===== src/rtl/rtc_pkg.sv =====
// Shared definitions for the RTC alarm block.
// Holds the alarm FSM state encoding, register-map addresses,
// ctrl/cmd/status bit positions, and the default parameter values.
package rtc_pkg;

  // The encoding is visible to software in status[1:0].
  typedef enum logic [1:0] {
    StDisabled = 2'd0,
    StArmed    = 2'd1,
    StRinging  = 2'd2,
    StSnoozing = 2'd3
  } rtc_state_e;

  localparam logic [2:0] AddrAlmSec    = 3'd0;
  localparam logic [2:0] AddrAlmMin    = 3'd1;
  localparam logic [2:0] AddrAlmHour   = 3'd2;
  localparam logic [2:0] AddrCtrl      = 3'd3;
  localparam logic [2:0] AddrSnoozeLen = 3'd4;
  localparam logic [2:0] AddrCmd       = 3'd5;
  localparam logic [2:0] AddrStatus    = 3'd6;

  localparam int unsigned CtrlEn       = 0;
  localparam int unsigned CtrlMaskSec  = 1;
  localparam int unsigned CtrlMaskMin  = 2;
  localparam int unsigned CtrlMaskHour = 3;

  localparam int unsigned CmdAck        = 0;
  localparam int unsigned CmdSnooze     = 1;
  localparam int unsigned CmdClrErr     = 2;
  localparam int unsigned CmdClrMissed  = 3;

  localparam int unsigned StatWrErr  = 2;
  localparam int unsigned StatMissed = 3;

  localparam int unsigned RingTimeoutDefault = 60;
  localparam logic [7:0]  HourMaxDefault     = 8'h23;

endpackage


===== src/rtl/rtc_alarm_if.sv =====
// Register bus between the CPU-side bridge (master) and the alarm block (slave).
//   wr_en   : write strobe
//   wr_addr : write address
//   wr_dat  : write data
//   rd_addr : read address
//   rd_dat  : combinational read data returned by the slave
interface rtc_alarm_if;
  logic       wr_en;
  logic [2:0] wr_addr;
  logic [7:0] wr_dat;
  logic [2:0] rd_addr;
  logic [7:0] rd_dat;

  modport master (output wr_en, wr_addr, wr_dat, rd_addr, input rd_dat);
  modport slave  (input wr_en, wr_addr, wr_dat, rd_addr, output rd_dat);
endinterface


===== src/rtl/rtc_bcd_check.sv =====
// Combinational BCD field validator.
//   value : packed BCD byte {tens, units}
//   valid : units <= 9, tens <= MaxTens and value <= MaxValue
// Seconds/minutes use MaxTens; hours use MaxValue. Once units <= 9, the raw
// byte compare is a true numeric compare.
module rtc_bcd_check #(
  parameter logic [3:0] MaxTens  = 4'd9,
  parameter logic [7:0] MaxValue = 8'h99
) (
  input  logic [7:0] value,
  output logic       valid
);
  assign valid = (value[3:0] <= 4'd9) && (value[7:4] <= MaxTens) && (value <= MaxValue);
endmodule


===== src/rtl/rtc_alarm.sv =====
// Programmable time-of-day alarm.
//   clk_i, rst_i           : clock, synchronous active-high reset
//   sec_i, min_i, hour_i   : current BCD time, valid when tick_i=1
//   tick_i                 : once-per-second pulse
//   bus                    : register write/read port (slave modport)
//   irq_o                  : high while the alarm is ringing
//   missed_o               : sticky, a ring timed out unacknowledged
module rtc_alarm
  import rtc_pkg::*;
#(
  parameter int unsigned RING_TIMEOUT = RingTimeoutDefault,
  parameter logic [7:0]  HOUR_MAX     = HourMaxDefault
) (
  input  logic        clk_i,
  input  logic        rst_i,
  input  logic [7:0]  sec_i,
  input  logic [7:0]  min_i,
  input  logic [7:0]  hour_i,
  input  logic        tick_i,
  rtc_alarm_if.slave  bus,
  output logic        irq_o,
  output logic        missed_o
);

  localparam int unsigned   RingW    = $clog2(RING_TIMEOUT + 1);
  localparam logic [RingW-1:0] RingLast = RingW'(RING_TIMEOUT - 1);

  logic [7:0]       alm_sec_q, alm_min_q, alm_hour_q, snooze_len_q, snz_q;
  logic [3:0]       ctrl_q;
  logic             wr_err_q, missed_q, irq_q;
  rtc_state_e       state_q;
  logic [RingW-1:0] ring_q;

  logic sec_ok, min_ok, hour_ok;
  logic ctrl_wr, cmd_wr, disable_wr, ack, snooze, match;

  rtc_bcd_check #(.MaxTens(4'd5), .MaxValue(8'h59)) u_chk_sec (
    .value (bus.wr_dat),
    .valid (sec_ok)
  );
  rtc_bcd_check #(.MaxTens(4'd5), .MaxValue(8'h59)) u_chk_min (
    .value (bus.wr_dat),
    .valid (min_ok)
  );
  rtc_bcd_check #(.MaxTens(4'd9), .MaxValue(HOUR_MAX)) u_chk_hour (
    .value (bus.wr_dat),
    .valid (hour_ok)
  );

  assign ctrl_wr    = bus.wr_en && (bus.wr_addr == AddrCtrl);
  assign cmd_wr     = bus.wr_en && (bus.wr_addr == AddrCmd);
  assign disable_wr = ctrl_wr && !bus.wr_dat[CtrlEn];
  assign ack        = cmd_wr && bus.wr_dat[CmdAck];
  assign snooze     = cmd_wr && bus.wr_dat[CmdSnooze];

  // Compares against the registered alarm, so a same-cycle write is not seen yet.
  assign match = (ctrl_q[CtrlMaskSec]  || (alm_sec_q  == sec_i)) &&
                 (ctrl_q[CtrlMaskMin]  || (alm_min_q  == min_i)) &&
                 (ctrl_q[CtrlMaskHour] || (alm_hour_q == hour_i));

  always_ff @(posedge clk_i) begin
    if (rst_i) begin
      alm_sec_q    <= '0;
      alm_min_q    <= '0;
      alm_hour_q   <= '0;
      ctrl_q       <= '0;
      snooze_len_q <= '0;
      wr_err_q     <= 1'b0;
      missed_q     <= 1'b0;
      state_q      <= StDisabled;
      ring_q       <= '0;
      snz_q        <= '0;
      irq_q        <= 1'b0;
    end else begin
      if (bus.wr_en) begin
        case (bus.wr_addr)
          AddrAlmSec: begin
            if (sec_ok) alm_sec_q <= bus.wr_dat;
            else        wr_err_q  <= 1'b1;
          end
          AddrAlmMin: begin
            if (min_ok) alm_min_q <= bus.wr_dat;
            else        wr_err_q  <= 1'b1;
          end
          AddrAlmHour: begin
            if (hour_ok) alm_hour_q <= bus.wr_dat;
            else         wr_err_q   <= 1'b1;
          end
          AddrCtrl:      ctrl_q       <= bus.wr_dat[3:0];
          AddrSnoozeLen: snooze_len_q <= bus.wr_dat;
          AddrCmd: begin
            if (bus.wr_dat[CmdClrErr])    wr_err_q <= 1'b0;
            if (bus.wr_dat[CmdClrMissed]) missed_q <= 1'b0;
          end
          default: ;
        endcase
      end

      if (disable_wr) begin
        state_q <= StDisabled;
        irq_q   <= 1'b0;
        ring_q  <= '0;
        snz_q   <= '0;
      end else begin
        case (state_q)
          StDisabled: begin
            if (ctrl_wr) state_q <= StArmed;
          end
          StArmed: begin
            if (tick_i && match) begin
              state_q <= StRinging;
              ring_q  <= '0;
              irq_q   <= 1'b1;
            end
          end
          StRinging: begin
            // A zero-length snooze is treated as an acknowledge.
            if (ack || (snooze && (snooze_len_q == 8'd0))) begin
              state_q <= StArmed;
              irq_q   <= 1'b0;
              ring_q  <= '0;
            end else if (snooze) begin
              state_q <= StSnoozing;
              irq_q   <= 1'b0;
              ring_q  <= '0;
              snz_q   <= snooze_len_q;
            end else if (tick_i) begin
              if (ring_q == RingLast) begin
                state_q  <= StArmed;
                irq_q    <= 1'b0;
                ring_q   <= '0;
                missed_q <= 1'b1;
              end else begin
                ring_q <= ring_q + 1'b1;
              end
            end
          end
          StSnoozing: begin
            if (ack) begin
              state_q <= StArmed;
              snz_q   <= '0;
            end else if (tick_i) begin
              if (snz_q == 8'd1) begin
                state_q <= StRinging;
                ring_q  <= '0;
                irq_q   <= 1'b1;
                snz_q   <= '0;
              end else begin
                snz_q <= snz_q - 8'd1;
              end
            end
          end
          default: state_q <= StDisabled;
        endcase
      end
    end
  end

  always_comb begin
    bus.rd_dat = '0;
    unique case (bus.rd_addr)
      AddrAlmSec:    bus.rd_dat = alm_sec_q;
      AddrAlmMin:    bus.rd_dat = alm_min_q;
      AddrAlmHour:   bus.rd_dat = alm_hour_q;
      AddrCtrl:      bus.rd_dat = {4'b0, ctrl_q};
      AddrSnoozeLen: bus.rd_dat = snooze_len_q;
      AddrStatus: begin
        bus.rd_dat[1:0]        = state_q;
        bus.rd_dat[StatWrErr]  = wr_err_q;
        bus.rd_dat[StatMissed] = missed_q;
      end
      default:       bus.rd_dat = '0;
    endcase
  end

  assign irq_o    = irq_q;
  assign missed_o = missed_q;

endmodule


===== src/flat_wrapper.sv =====
// flat-port wrapper written by rule: the top's interface ports become plain ports
module rtc_alarm_flat import rtc_pkg::*;
#(
  parameter int unsigned RING_TIMEOUT = RingTimeoutDefault,
  parameter logic [7:0]  HOUR_MAX     = HourMaxDefault
)
  (clk_i, rst_i, sec_i, min_i, hour_i, tick_i, irq_o, missed_o, bus_wr_en, bus_wr_addr, bus_wr_dat, bus_rd_addr, bus_rd_dat);
  rtc_alarm_if bus_i ();
  input  logic clk_i;
  input  logic rst_i;
  input  logic [7:0] sec_i;
  input  logic [7:0] min_i;
  input  logic [7:0] hour_i;
  input  logic tick_i;
  output logic irq_o;
  output logic missed_o;
  input wire logic [$bits(bus_i.wr_en)-1:0] bus_wr_en;
  input wire logic [$bits(bus_i.wr_addr)-1:0] bus_wr_addr;
  input wire logic [$bits(bus_i.wr_dat)-1:0] bus_wr_dat;
  input wire logic [$bits(bus_i.rd_addr)-1:0] bus_rd_addr;
  output wire logic [$bits(bus_i.rd_dat)-1:0] bus_rd_dat;
  assign bus_i.wr_en = bus_wr_en;
  assign bus_i.wr_addr = bus_wr_addr;
  assign bus_i.wr_dat = bus_wr_dat;
  assign bus_i.rd_addr = bus_rd_addr;
  assign bus_rd_dat = bus_i.rd_dat;
  rtc_alarm #(.RING_TIMEOUT(RING_TIMEOUT), .HOUR_MAX(HOUR_MAX)) u_core (.clk_i(clk_i), .rst_i(rst_i), .sec_i(sec_i), .min_i(min_i), .hour_i(hour_i), .tick_i(tick_i), .bus(bus_i), .irq_o(irq_o), .missed_o(missed_o));
endmodule

===== config.mk =====
export PLATFORM = sky130hd
export DESIGN_NAME = rtc_alarm_flat
export DESIGN_NICKNAME = d
export VERILOG_FILES = /design/src/rtl/rtc_pkg.sv /design/src/rtl/rtc_alarm_if.sv /design/src/rtl/rtc_bcd_check.sv /design/src/rtl/rtc_alarm.sv /design/src/flat_wrapper.sv
export SDC_FILE = /design/constraint.sdc
export NUM_CORES = 1
export LEC_CHECK = 0
export BUFFER_PORTS_ARGS = -buffer_cell sky130_fd_sc_hd__buf_2
export CORE_MARGIN = 2
export CORE_UTILIZATION = 55
export DETAILED_ROUTE_END_ITERATION = 16
export GPL_TIMING_DRIVEN = 1
export PLACE_DENSITY = 0.78
export SLEW_MARGIN = 25
export SYNTH_ARGS = -nofsm -noshare
export SYNTH_HDL_FRONTEND = slang
export SYNTH_SLANG_ARGS = --single-unit

===== constraint.sdc =====
create_clock -name clk_i -period 2.7 [get_ports clk_i]
set_input_delay 0.27 -clock clk_i [delete_from_list [all_inputs] [get_ports clk_i]]
set_output_delay 0.27 -clock clk_i [all_outputs]
set_load 0.03 [all_outputs]

; After elaboration in Yosys (flattened, before gate mapping)
; Index checks and enable logic that the tools add are counted.
; W data, S select, Z words.
[op_classes]
eq_ne = 32
n_mux = 49
n_reduce_logical = 37
n_addsub = 2
magnitude_cmp = 5
[ops]
columns = cell, n
row1 = $mux W6, 8
row2 = $mux W8, 5
row3 = $eq A8 B8 Y1, 3
row4 = $pmux W4 S6, 1
row5 = $mux W1, 20
row6 = $mux W2, 9
row7 = $pmux W6 S3, 1
row8 = $pmux W4 S4, 1
row9 = $pmux W8 S2, 1
row10 = $logic_and A1 B1 Y1, 13
row11 = $eq A3 B2 Y1 const B, 4
row12 = $eq A3 B3 Y1 const B, 4
row13 = $ne A2 B2 Y1 const B, 6
row14 = $reduce_and A6 Y1, 2
row15 = $reduce_and A3 Y1, 3
row16 = $eq A8 B1 Y1 const B, 1
row17 = $le A4 B4 Y1 const B, 2
row18 = $le A8 B6 Y1 const B, 1
row19 = $le A8 B7 Y1 const B, 1
row20 = $logic_not A8 Y1, 1
row21 = $ne A2 B1 Y1 const B, 4
row22 = $pmux W2 S4, 1
row23 = $sub A8 B1 Y8 const B, 1
row24 = $reduce_and A7 Y1, 1
row25 = 21 further kinds, 31
[word_totals]
in_bits = 42
wordCells = 136
output_inout_bits = 10
register_bits = 55

; Depth between registers and ports, before layout
[depth]
depth_word = 9
ltp_mapped = 8
mapped_depth_nobuf = 7

; Cells and area by module
; A second synthesis with hierarchy kept.
[hier_totals]
cells_unflattened = 382
area_unflattened_um2 = 3193.1
[by_module_without_submodules]
columns = mod, cells_each, n_inst, seq_area_each_um2, area_per_inst_um2
row1 = rtc_alarm, 374, 1, 1101.1, 3126.7
row2 = rtc_bcd_check (u_core.u_chk_min ...), 2, 2, 0.0, 20.0
row3 = rtc_bcd_check (u_core.u_chk_hour), 4, 1, 0.0, 26.3

; Least setup slack after synthesis
; No wires, ideal clock.
[synth_timing]
path_type = input port to output port
startpoint = input port bus_rd_addr[2]
endpoint = output port bus_rd_dat[3]
n_path_buf = 2
arrival_time_ns = 1.629
path_stages = 6
path_slack_ns = 0.801
cell_sequence = clkbuf_1 > clkbuf_1 > mux2i_1 > nor2_1 > a21oi_1 > a21oi_1
[synth_between]
elab_chain_cells = 2
word_cells_on_any_way = 7
cone_classes = 5 x eq/ne / 1 x mux / 1 x reduce/logical
[synth_lines]
columns = item, line
row1 = "start, declared", flat_wrapper.sv:20  ; input wire logic [$bits(bus_i.rd_addr)-1:0] bus_rd_addr;
row2 = $eq A3 B3 Y1 (tied with other cells), rtc_alarm.sv:161  ; unique case (bus.rd_addr)
row3 = $pmux W4 S6 (*), rtc_alarm.sv:161
row4 = "end, declared", flat_wrapper.sv:21  ; output wire logic [$bits(bus_i.rd_dat)-1:0] bus_rd_dat;
; Every way passes the cells marked *; elsewhere a longest branch is shown, timed or not.

; Worst setup path after layout
[layout_timing]
startpoint = register u_core.state_q[1]
endpoint = register u_core.snz_q[3]
[layout_between]
elab_chain_cells = 3
word_cells_on_any_way = 8
cone_classes = 5 x eq/ne / 1 x mux / 2 x reduce/logical
[layout_lines]
columns = item, line
row1 = "start, declared", rtc_alarm.sv:31  ; rtc_state_e state_q;
row2 = "start signal, assigned", rtc_alarm.sv:70  ; state_q <= StDisabled;
row3 = "start signal, assigned", rtc_alarm.sv:100  ; state_q <= StDisabled;
row4 = "start signal, assigned", rtc_alarm.sv:107  ; if (ctrl_wr) state_q <= StArmed;
row5 = $eq A2 B2 Y1, rtc_alarm.sv:105  ; case (state_q)
row6 = $ne A3 B2 Y1 (no source line) (tied with other cells), n/a
row7 = $reduce_and A4 Y1 (no source line), n/a
row8 = "end signal, assigned", rtc_alarm.sv:126  ; snz_q <= snooze_len_q;
row9 = "end signal, assigned", rtc_alarm.sv:149  ; snz_q <= snz_q - 8'd1;
row10 = "end, declared", rtc_alarm.sv:28  ; logic [7:0] alm_sec_q, alm_min_q, alm_hour_q, snooze_len_q, snz_q;
; Several ways; a longest one is shown, not always the timed one.
; A chain may end at the register's enable or synchronous reset.

==> results by group <==
Critical path
  – Worst path required time: about 2.9 ns
  – Worst setup path category: register to register
  – Reg2reg setup slack: between 0.5 and 0.6 ns
  – Crit path arrival time: 2.36 ns
  – Worst r2r dst: u_core.snz_q[3]
  – Setup crit start kind: register
  – Setup crit start: u_core.state_q[1]
  – Crit Path Max Fanout: 16
  – Worst Setup End Kind: register
  – Depth of the worst register-to-register path: 6
  – Reg2reg start: u_core.state_q[1]

STA
  – Final Max Slew Viols: 0
  – RSZ-0062 raised after global routing: false
  – Slew @ Worst Pin: a little under 0.6 ns
  – Final setup viols: 0
  – Fin crit share: 0.797
  – Post-layout min period: around 2.2 ns
  – Clock skew: around 0.0069 ns
  – Final WS setup: 0.549 ns
  – Relative slew slack: 0.614
  – TNS Setup: 0 ns
  – Endpoints failing hold: 0
  – Fmax: around 460 MHz

Hold path
  – Hold wc startpoint: bus_wr_dat[7]
  – Hold Path Class: input port to register
  – Hold path cells: 3
  – Min-Delay Endpoint: u_core.snooze_len_q[7]

CTS
  – CTS tree: built
  – CTS root buf: clkbuf_8
  – Clock Latency Late Sink: 0.31 ns
  – Post-CTS sizing: 0
  – Clock slew at reported path FFs: roughly 0.1 ns
  – Post-CTS Hold Buffers: 0
  – CTS sink cnt: 55
  – Clock Tree Buf Depth: 2
  – H-tree depth: 2
  – Clock buffer count from CTS: 5
  – Total setup buffers inserted after CTS: 0

Detailed routing
  – Wl on met1: 3.64 mm
  – Via count: around 2.9k
  – Vias per cell: 5.87
  – Drt drc: 0
  – Metal2 WL: 3.56 mm
  – Final WL: around 7.7 mm
  – DRT Pass-1 Iters: 5
  – Met3 Wirelength: roughly 430 microns
  – Routed Antenna Nets: 0
  – Top sig layer: met4
  – WL/cell: around 16 microns
  – Initial drt markers: 180

Synth
  – Synth Warn #: 0
  – Mapped Area: approximately 0.0032 sq mm
  – Number of synthesized flops with an enable pin: 0
  – Async SR Flop Fraction: 0
  – Synth Instances: a little under 400
  – Synth Flop Type: dfxtp_1
  – Yosys cell types: 47
  – Register area share after synthesis: 0.347
  – Syn avg cell area: 8.23 sq um
  – Synth Net Count: around 430
  – Yosys reg bits: 55

Layout
  – Commonest non-fill, non-tap cell in the layout: nor2_1
  – Share of layout cells above drive strength 1: 0.168
  – Final-stage net count: ~470
  – Design Area, Final: around 0.0035 sq mm
  – ANT cells: 0
  – Most frequent cells in the layout: nor2_1 (64), dfxtp_1 (55), buf_2 (51), mux2i_1 (44), nand2_1 (30)
  – Synthesis-to-layout area growth: 11.2%

Floorplanning
  – Die X: ~80 microns
  – Initial Utilization: 0.573
  – Die height: around 80 microns
  – Die footprint: between 0.006 and 0.007 sq mm
  – Core area: 0.00554 sq mm
  – Cell Rows: 27
  – I/O pins: 52

Pwr
  – PD cells: between 400 and 500 mW/mm^2
  – Peak supply drop: 208 uV
  – Leakage power: 1.60 nW

Global routing
  – First-pass GRT wire length: ~13 mm
  – Largest net degree at the start of global routing: 24
  – Total track usage: 0.254
  – Antenna violations before repair: 0
  – Vias in the first global route: 2726
  – Grt ovf: 0

Outcome
  – Status: finished, final reports clean

Place
  – Port bufs: 51
  – Placed instance area: around 0.0034 sq mm
  – Placer Congestion: about 0.9
  – Dpl hpwl: around 5.7 mm
  – Place WS: around 0.61 ns

Flow run
  – Max-cap violations: 0
-- cell type report --
cell class | instances | area (sq um)
Clock buffer | 6 | 72.6
Clock inverter | 2 | 12.5
Fill cell | 486 | 2010
Inverter | 8 | 30.0
Multi-Input combinational cell | 298 | 1950
Sequential cell | 55 | 1100
Tap cell | 72 | 90.1
Timing Repair Buffer | 54 | 278
-- synth_stat cells, types with 3 or more instances --
master | count | area, sq um
inv_1 | 8 | 30.0
a21oi_1 | 21 | 105
dfxtp_1 | 55 | 1100
buf_2 | 5 | 25.0
o31ai_1 | 5 | 37.5
clkbuf_1 | 19 | 71.3
o21ai_0 | 20 | 100
nand3_1 | 8 | 40.0
a31oi_1 | 5 | 31.3
a22oi_1 | 6 | 45.0
nor3_1 | 3 | 15.0
nand2_1 | 30 | 113
nor2_1 | 64 | 240
xor2_1 | 25 | 219
nor2b_1 | 4 | 25.0
ha_1 | 3 | 37.5
mux2i_1 | 44 | 440
and3b_1 | 4 | 35.0
nand2b_1 | 5 | 31.3
or2_2 | 3 | 18.8
a211oi_1 | 5 | 37.5
nor4_1 | 8 | 50.1
or3_1 | 3 | 18.8
-- sequential cells by signal, indices dropped and copies added, names as in the netlist, 2 cells and up --
register and cells:
u_core.snz_q 8, u_core.snooze_len_q 8, u_core.ctrl_q 4, u_core.alm_min_q 8, u_core.alm_sec_q 8, u_core.ring_q 6, u_core.alm_hour_q 8, u_core.state_q 2
-- stage by stage --
stage,utilization,power (mW),instances,hold slack (ns)
2_1_floorplan,-,0.954,386,0.414
3_3_place_gp,0.622,1.02,487,0.452
3_5_place_dp,0.622,1.02,487,0.453
4_1_cts,0.637,1.47,495,0.226
5_1_grt,0.637,1.52,495,0.253
6_report,0.637,1.46,495,0.239
-- report_power, final --
group / internal, mW / switching [mW] / total (mW) / leakage [nW]
Sequential: 0.819 / 0.00963 / 0.829 / 0.444
Clock: 0.182 / 0.270 / 0.452 / 0.0412
Combinational: 0.0679 / 0.110 / 0.178 / 1.11
-- kinds of logic (layout without fill, tap and decap cells) --
logic type,Yosys count,in the layout,share of synthesized area
simple gates,148,148,0.233
flops,55,55,0.347
fa+ha+maj,3,3,0.0118
mux,44,44,0.139
compound gates,78,78,0.158
xor+xnor,25,25,0.0690
buf+inv,33,70,0.0422
-- worst max-delay path by stage --
stage	slack, ns	depth (start not counted)	end
2_1_floorplan	0.80	6	bus_rd_dat[3]
3_3_place_gp	0.65	7	u_core.ring_q[2]
3_5_place_dp	0.61	7	u_core.ring_q[2]
4_1_cts	0.60	6	u_core.snz_q[3]
5_1_grt	0.37	6	u_core.snz_q[3]
6_report	0.55	6	u_core.snz_q[3]
-- per-layer routing --
metal | vias to the layer above | global-route usage
li1 | 1433 | -
met1 | 1360 | 0.353
met2 | 100 | 0.400
met3 | 12 | 0.0362
met4 | 0 | 0.0898
met5 | - | 0
-- worst max-delay path, cell delays in order, from the launching register on --
cell,delay [ns]
dfxtp_1,0.58
nand2_1,0.12
a2111oi_2,0.44
a2bb2oi_2,0.50
o21ai_0,0.18
a22oi_1,0.17
nor2_1,0.05
Note: power is estimated with default switching activity, not from simulation.
